--- src/rtl/rate_spike_encoder.sv ---
// Bernoulli rate coder: one pixel per frame becomes NUM_STEPS spike timesteps,
// with spike odds set by comparing a Galois LFSR sample against the pixel.
module rate_spike_encoder #(
  parameter int          DATA_WIDTH = 8,
  parameter int          NUM_STEPS  = 16,
  parameter int          STEP_GAP   = 0,
  parameter int          COUNT_W    = 5,
  parameter logic [15:0] LFSR_SEED  = 16'hACE1
) (
  input  logic                  clk,
  input  logic                  rst,
  input  logic                  pixel_valid,
  input  logic [DATA_WIDTH-1:0] pixel_data,
  output logic                  pixel_ready,
  input  logic                  abort,
  output logic                  spike_out,
  output logic                  spike_valid,
  output logic                  busy,
  output logic                  frame_done,
  output logic [COUNT_W-1:0]    spike_count
);

  localparam logic [15:0] SEED = (LFSR_SEED == 16'h0000) ? 16'h0001 : LFSR_SEED;
  localparam int SW = $clog2(NUM_STEPS + 1);
  localparam int GW = (STEP_GAP > 1) ? $clog2(STEP_GAP) : 1;
  localparam logic [SW-1:0] LAST_STEP = SW'(NUM_STEPS - 1);
  localparam logic [SW-1:0] ALL_STEPS = SW'(NUM_STEPS);
  localparam logic [GW-1:0] LAST_GAP  = GW'((STEP_GAP > 0) ? STEP_GAP - 1 : 0);

  typedef enum logic [1:0] {IDLE, STEP, GAP, DONE} state_t;

  state_t                state, state_d;
  logic [15:0]           lfsr, lfsr_nxt;
  logic [DATA_WIDTH-1:0] pix;
  logic [SW-1:0]         step_cnt;
  logic [GW-1:0]         gap_cnt;
  logic [COUNT_W-1:0]    run_cnt;
  logic                  accept, issue, finish, spike;

  assign pixel_ready = (state == IDLE);
  assign lfsr_nxt    = (lfsr >> 1) ^ (lfsr[0] ? 16'hB400 : 16'h0000);
  // Full-scale pixel must spike on every step, which r < pix alone cannot give.
  assign spike       = (pix == {DATA_WIDTH{1'b1}}) | (lfsr_nxt[DATA_WIDTH-1:0] < pix);

  always_ff @(posedge clk or posedge rst) begin
    if (rst) state <= IDLE;
    else     state <= state_d;
  end

  always_comb begin
    state_d = state;
    accept  = 1'b0;
    issue   = 1'b0;
    finish  = 1'b0;
    case (state)
      IDLE: if (pixel_valid && !abort) begin
        accept  = 1'b1;
        state_d = STEP;
      end
      STEP: if (abort) state_d = IDLE;
      else begin
        issue = 1'b1;
        if (STEP_GAP > 0)                state_d = GAP;
        else if (step_cnt == LAST_STEP)  state_d = DONE;
      end
      GAP: if (abort) state_d = IDLE;
      else if (gap_cnt == LAST_GAP) state_d = (step_cnt == ALL_STEPS) ? DONE : STEP;
      DONE: begin
        state_d = IDLE;
        finish  = !abort;
      end
      default: state_d = IDLE;
    endcase
  end

  always_ff @(posedge clk or posedge rst) begin
    if (rst) begin
      lfsr        <= SEED;
      pix         <= '0;
      step_cnt    <= '0;
      gap_cnt     <= '0;
      run_cnt     <= '0;
      spike_out   <= 1'b0;
      spike_valid <= 1'b0;
      busy        <= 1'b0;
      frame_done  <= 1'b0;
      spike_count <= '0;
    end else begin
      spike_out   <= 1'b0;
      spike_valid <= 1'b0;
      frame_done  <= 1'b0;
      if (accept) begin
        pix      <= pixel_data;
        step_cnt <= '0;
        gap_cnt  <= '0;
        run_cnt  <= '0;
        busy     <= 1'b1;
      end
      // LFSR only moves on issued timesteps so the sequence spans frames.
      if (issue) begin
        lfsr        <= lfsr_nxt;
        spike_out   <= spike;
        spike_valid <= 1'b1;
        step_cnt    <= step_cnt + SW'(1);
        run_cnt     <= run_cnt + COUNT_W'(spike);
        gap_cnt     <= '0;
      end
      if (state == GAP && !abort) gap_cnt <= gap_cnt + GW'(1);
      if (finish) begin
        frame_done  <= 1'b1;
        spike_count <= run_cnt;
      end
      if (state != IDLE && state_d == IDLE) busy <= 1'b0;
    end
  end

endmodule
--- config.mk ---
export PLATFORM = sky130hd
export DESIGN_NAME = rate_spike_encoder
export DESIGN_NICKNAME = d
export VERILOG_FILES = /design/src/rtl/rate_spike_encoder.sv
export SDC_FILE = /design/constraint.sdc
export NUM_CORES = 1
export LEC_CHECK = 0
export ABC_AREA = 1
export ABC_CLOCK_PERIOD_IN_PS = 2100
export CORE_ASPECT_RATIO = 1.1
export CORE_MARGIN = 1.5
export CORE_UTILIZATION = 45
export DETAILED_ROUTE_END_ITERATION = 8
export PLACE_DENSITY = 0.65
export SYNTH_ARGS = -nofsm -noshare
export SYNTH_HDL_FRONTEND = slang
export SYNTH_SLANG_ARGS = --single-unit
--- constraint.sdc ---
create_clock -name clk -period 2.1 [get_ports clk]
set_input_delay 0.42 -clock clk [delete_from_list [all_inputs] [get_ports clk]]
set_output_delay 0.42 -clock clk [all_outputs]
set_load 0.005 [all_outputs]
# After elaboration in Yosys (flattened, before gate mapping)
# Cells that the tools add are included.
# classes
n_addsub,3
multipliers,0
div,0
order_cmp,1
eq_ne,6
shift,0
muxes,24
bitwise,2
n_reduce_logical,10
# op_table
cell,count
$mux W16,1
$xor A15 B16 Y16,1
$mux W5,3
$mux W1,13
$mux W2,6
$eq A8 B8 Y1 const B,1
$lt A8 B8 Y1,1
$pmux W2 S4,1
$reduce_bool A2 Y1,3
$add A5 B1 Y5,1
$add A5 B1 Y5 const B,1
$eq A5 B4 Y1 const B,1
$eq A5 B5 Y1 const B,1
$eq A2 B2 Y1 const B,2
$logic_not A2 Y1,2
$logic_and A1 B1 Y1,3
$reduce_bool A3 Y1,1
$eq A2 B1 Y1 const B,1
$add A1 B1 Y1 const B,1
$logic_not A1 Y1,1
$or A1 B1 Y1,1
# totals
reg_bits,46
latch_bits,0
ram_bits,0
mem_bits_ro,0
input_bits,12
output_inout_bits,10
elab_cells,57
mem_count,0

# Longest topological paths before layout
# Gate-level depths: netlist of run 1.
# depth
word_depth,8
ltp_mapped,16
ltp_nobuf,16

# Least setup slack after synthesis of run 1
# No wires, ideal clock.
# synth_timing
kind,flip-flop to flip-flop
start,register lfsr[6]
end,register run_cnt[4]
setup_ns,0.119
t_arrival_ns,1.799
required_time_ns,1.981
slack_ns,0.182
path_stages_with_launch,14
path_buffers,0
synth_period_minus_slack_ns,1.918
path_cell_list,dfstp_2 > ha_1 > a21oi_1 > nor2_1 > nor3_1 > nand2_1 > nand2_1 > ha_1 > ha_1 > nand2_1 > inv_1 > nand3_1 > nand3_1 > o21ai_2
# synth_via
elab_chain_len,5
# synth_lines
element,line_no,rtl
"start, declared",33,"logic [15:0] lfsr, lfsr_nxt;"
"start signal, assigned",101,lfsr <= lfsr_nxt;
$xor A15 B16 Y16,41,assign lfsr_nxt = (lfsr >> 1) ^ (lfsr[0] ? 16'hB400 : 16'h0000);
$lt A8 B8 Y1,43,assign spike = (pix == {DATA_WIDTH{1'b1}}) | (lfsr_nxt[DATA_WIDTH-1:0] < pix);
$or A1 B1 Y1,43,
$add A5 B1 Y5,105,run_cnt <= run_cnt + COUNT_W'(spike);
$mux W5,100,if (issue) begin
"end signal, assigned",105,
"end, declared",37,logic [COUNT_W-1:0] run_cnt;
# Every way passes these cells.
# A chain may end at the register's enable or synchronous reset.

# Worst setup path in the final report of run 1
# Same ends and word-level chain as after synthesis.

==> results.txt, run 1 <==
- The flow ran to the end, and the final reports show no timing, DRC or antenna violations.
- Number of violations reported at the end of detailed-routing iteration 0: 103
- Path category of the worst min-delay check: in -> async
- Cell count after synthesis: 234
* Sequential fraction of the synthesis area: a little over half
- Timing would allow up to 503 MHz.
* Fraction of post-synthesis cell area in the top cell type by area: 43.0%
- Placed Cells: just over 300
* Die extent in x: between 60 and 70 um
- Register-to-Register Setup Slack: 0.11 ns
* Most congested layer reported by global routing: met2
* Total standard cell area after synthesis: 2210 um^2
- Synth Area in Compound Gates: between 10% and 20%
- TritonCTS built the clock tree.
- Met1 layer usage reported by global route: 21.1%
- Before antenna repair, the detailed router went through 4 iterations.
- After synthesis, the largest family of logic cells by area is simple AND/OR/NAND/NOR gates.
- Final WL: between 4000 and 5000 um
* Clock Skew: 0.0106 ns
- Summing the areas of all fa, ha and maj instances in the mapped netlist gives 6.79% of the synthesized area.
* Maximum number of pins on one net before global-route repair: 47
* Clock power share: 25.1%
* Final number of hold-violating endpoints: 0
- Clock input transition at the sequential cells of the worst setup and hold paths: 0.09 ns
* Transition at the pin with the smallest max-transition slack: 0.269 ns
* Timing startpoint of the critical path: lfsr[6]
- The critical path is of the reg -> reg type.
- Number of diodes added for antenna fixing: 0
* Number of antenna violations at the first check in global routing: 0
* Fraction of synthesized area in multiplexers: 0.679%
* Synth warn: 0
- CTS built an H-tree with a depth of 2.
- Synthesized netlist net count: 258
* ANT nets after route: 0
- Netlist cell types: 30
* Cell type with the largest total area after synthesis: dfrtp_1
- Across the run, the number of max-cap violations was 0.
- Data arrives at the worst endpoint at 2.19 ns.
* Final total power: 2.72 mW
* Post-layout nets: about 280
- The number of global-route vias before repair was 1,606.
- Worst Path Required: 2.30 ns
- Cell count of the worst reg-to-reg path: 13
- Worst VDD drop: 0.000534 V
- The share of total power dissipated in combinational logic is about a quarter.
- Top cells by instance count after synthesis: nand2_1 (61), dfrtp_1 (38), inv_1 (30)
* Final core utilization: 57.0%
- Average wire per standard cell: 12.9 um
* Vias post-DR: 1,585
- Simple-Gate Fraction of Synth Area: between 10% and 20%
* Total power per unit cell area: between 1000 and 1500 nW/um^2
- The internal portion of the total power is 1.88 mW.
- Via-per-instance ratio: 5.00
* Area taken by multi-input logic gates: 940 um^2
- Port-buffer cells: 21
* Layout cells sized above 1: 19.5%
- Fraction of synthesis flops using an asynchronous set or reset pin: 100%
* Layout overhead on the synthesized area: 20.7%
- Share of total power consumed by net switching: a little under a third
- For this run the aggregate overflow at the end of global routing stands at 0.
* Core box area: 4680 um^2
* Num ports: 22
* Final min period: 1.99 ns
- The worst setup path is launched from a flop.
* Grt met3 use: 4.10%
- Die Y-Extent: 76.5 um
* Buffer depth of the longest clock path: 2
* Synth top area cells: dfrtp_1 (43%), nand2_1 (10%), dfstp_2 (9.5%), ha_1 (6.8%), inv_1 (5.1%)
* Full die area: 5350 um^2
* Setup crit end kind: flop
- Synthesized flop and latch total: 46
- A synthesized cell averages 9.45 um^2.
- Final count of negative-setup-slack endpoints: 0
- Dividing the final minimum period by the clock period gives a little over nine tenths.
- The endpoint identified for the worst register-to-register timing path is run_cnt[4].
- Row cnt: 26
- Most used standard cell by instance count after synthesis: nand2_1
- The first global-routing pass estimated between 7000 and 8000 um of wire.
- Number of sinks handled by clock tree synthesis: 46
- Sequential cell area in the final layout: 1160 um^2
* Xor and xnor area share after synthesis: 0.792%
- After detailed routing, the number of remaining DRC violations is 0.
* Headroom to the max-slew limit: ~82%
- For this configuration, the core starts out at a cell density of 47.2%.
- Detailed placement HPWL: 2760 um
* Source of the worst register-to-register timing path: lfsr[6]
- Prevailing post-synth register cell: dfrtp_1
- Along the worst path, the maximum fanout reaches 2.
- Yosys mapped a number of flops with a built-in enable equal to 0.
* Total net switching power: roughly 850 uW
- Once layout is complete, the cells apart from fillers number around 320.
- Sequential group share of total power: around 48%
- For this run, global-route usage on met2 was measured as 27.3%.
- In the global route stage, overall resource usage came out at 16.9%.
- The clock reaches the later pin of the worst-skew pair after 0.31 ns.
* Setup TNS: 0 ns
* Fill cell total of the finished layout: 431
- The cell sitting at the root of the clock tree is a clkbuf_8.
- TritonCTS buffer count: 5
* Final estimated routing congestion in global placement: 0.741
- The number of pins exceeding their max-slew limit in the final report was 0.
- Leakage power figure: roughly 1.3 nW
==> stage by stage <==
stage               instance area (um^2)  hold slack (ns)  setup slack [ns]
floorplan                           2210            0.442             0.182
global placement                    2470            0.448             0.109
detailed placement                  2470            0.464            0.0424
CTS                                 2590            0.457            0.0318
global route                        2670            0.486          -0.00124
finish                              2670            0.453             0.110
==> worst max-delay path, cell delays in order, from the launching register on <==
cell and delay (ns):
dfstp_2 0.56, ha_4 0.20, a21oi_2 0.12, nor2_1 0.05, nor3_1 0.16, nand2_1 0.10
nand2_2 0.10, ha_4 0.15, ha_4 0.14, nand2_4 0.05, inv_2 0.07, nand3_2 0.06
nand3_2 0.06, o21ai_2 0.05
==> power by group through the flow <==
stage,Sequential [mW],Clock [mW],Combinational [mW]
3_3_place_gp,1.31,0,0.621
3_5_place_dp,1.32,0,0.642
4_1_cts,1.30,0.711,0.646
2_1_floorplan,1.28,0,0.488
5_1_grt,1.35,0.751,0.839
6_report,1.32,0.684,0.723
==> cell usage in the layout, fill, tap and decap left out, types with 4 or more instances in the layout <==
| cell | netlist | layout |
|---|---|---|
| dfrtp_1 | 38 | 38 |
| nor2_1 | 14 | 14 |
| inv_2 | 3 | 4 |
| o21ai_2 | 7 | 8 |
| o21ai_1 | 10 | 11 |
| dfstp_2 | 8 | 8 |
| clkdlybuf4s50_1 | 0 | 21 |
| a21oi_1 | 11 | 9 |
| inv_1 | 30 | 28 |
| clkbuf_8 | 0 | 6 |
| ha_1 | 12 | 9 |
| nand2_1 | 61 | 59 |
| o21ai_0 | 8 | 6 |
==> sequential cells by signal, indices dropped and copies added, names as in the netlist <==
signal / count
frame_done: 1
spike_count: 5
gap_cnt: 1
lfsr: 16
state: 2
spike_out: 1
step_cnt: 5
run_cnt: 5
pix: 8
spike_valid: 1
busy: 1
==> area by class of cell <==
cell class,instances,share of cell area (%)
Multi-Input combinational cell,148,35.2
Inverter,34,4.87
Tap cell,56,2.62
Clock inverter,1,1.12
Timing Repair Buffer,25,9.47
Sequential cell,46,43.5
Clock buffer,7,3.23
==> cells by family after synthesis <==
logic type,count (synthesis)
and+or+nand+nor,92
buffers and inverters,40
DFF,46
xor gates and xnor gates,2
adders and majority gates,12
AOI/OAI and AO/OA,41
muxes,1
==> layer usage <==
layer  share of wire (%)  wire, um  up-vias
met2                  49      2000       21
li1                    -         -      798
met3                 2.9       118        9
met1                  46      1870      757
met5                   0         0        -
met4                 2.4        97        0
==> how the worst max path moves through the flow <==
stage,endpoint,slack [ns],depth (start not counted)
after global placement,run_cnt[4],0.11,13
after floorplan,run_cnt[4],0.18,13
final,run_cnt[4],0.11,13
after detailed placement,run_cnt[4],0.04,13
after CTS,run_cnt[4],0.03,13
after global routing,run_cnt[4],-0.001,13
==> repair_timing <==
action / CTS / global route
hold buffers: 0 / 0
endpoints found under the setup margin: 0 / 3
setup buffers: 0 / 1
resized for setup: 0 / 17
Power figures use the tool's default switching activity.
==> run 2: changes to the inputs <==
Settings changed: GPL_TIMING_DRIVEN from default to 1.
==> results of run 2 <==
The final DEF is identical to that of run 1; final timing and power are the same.
==> run 3: changes to the inputs <==
Settings changed: SLEW_MARGIN from default to 30.
==> results of run 3 <==
The final DEF is identical to that of run 1; final timing and power are the same.
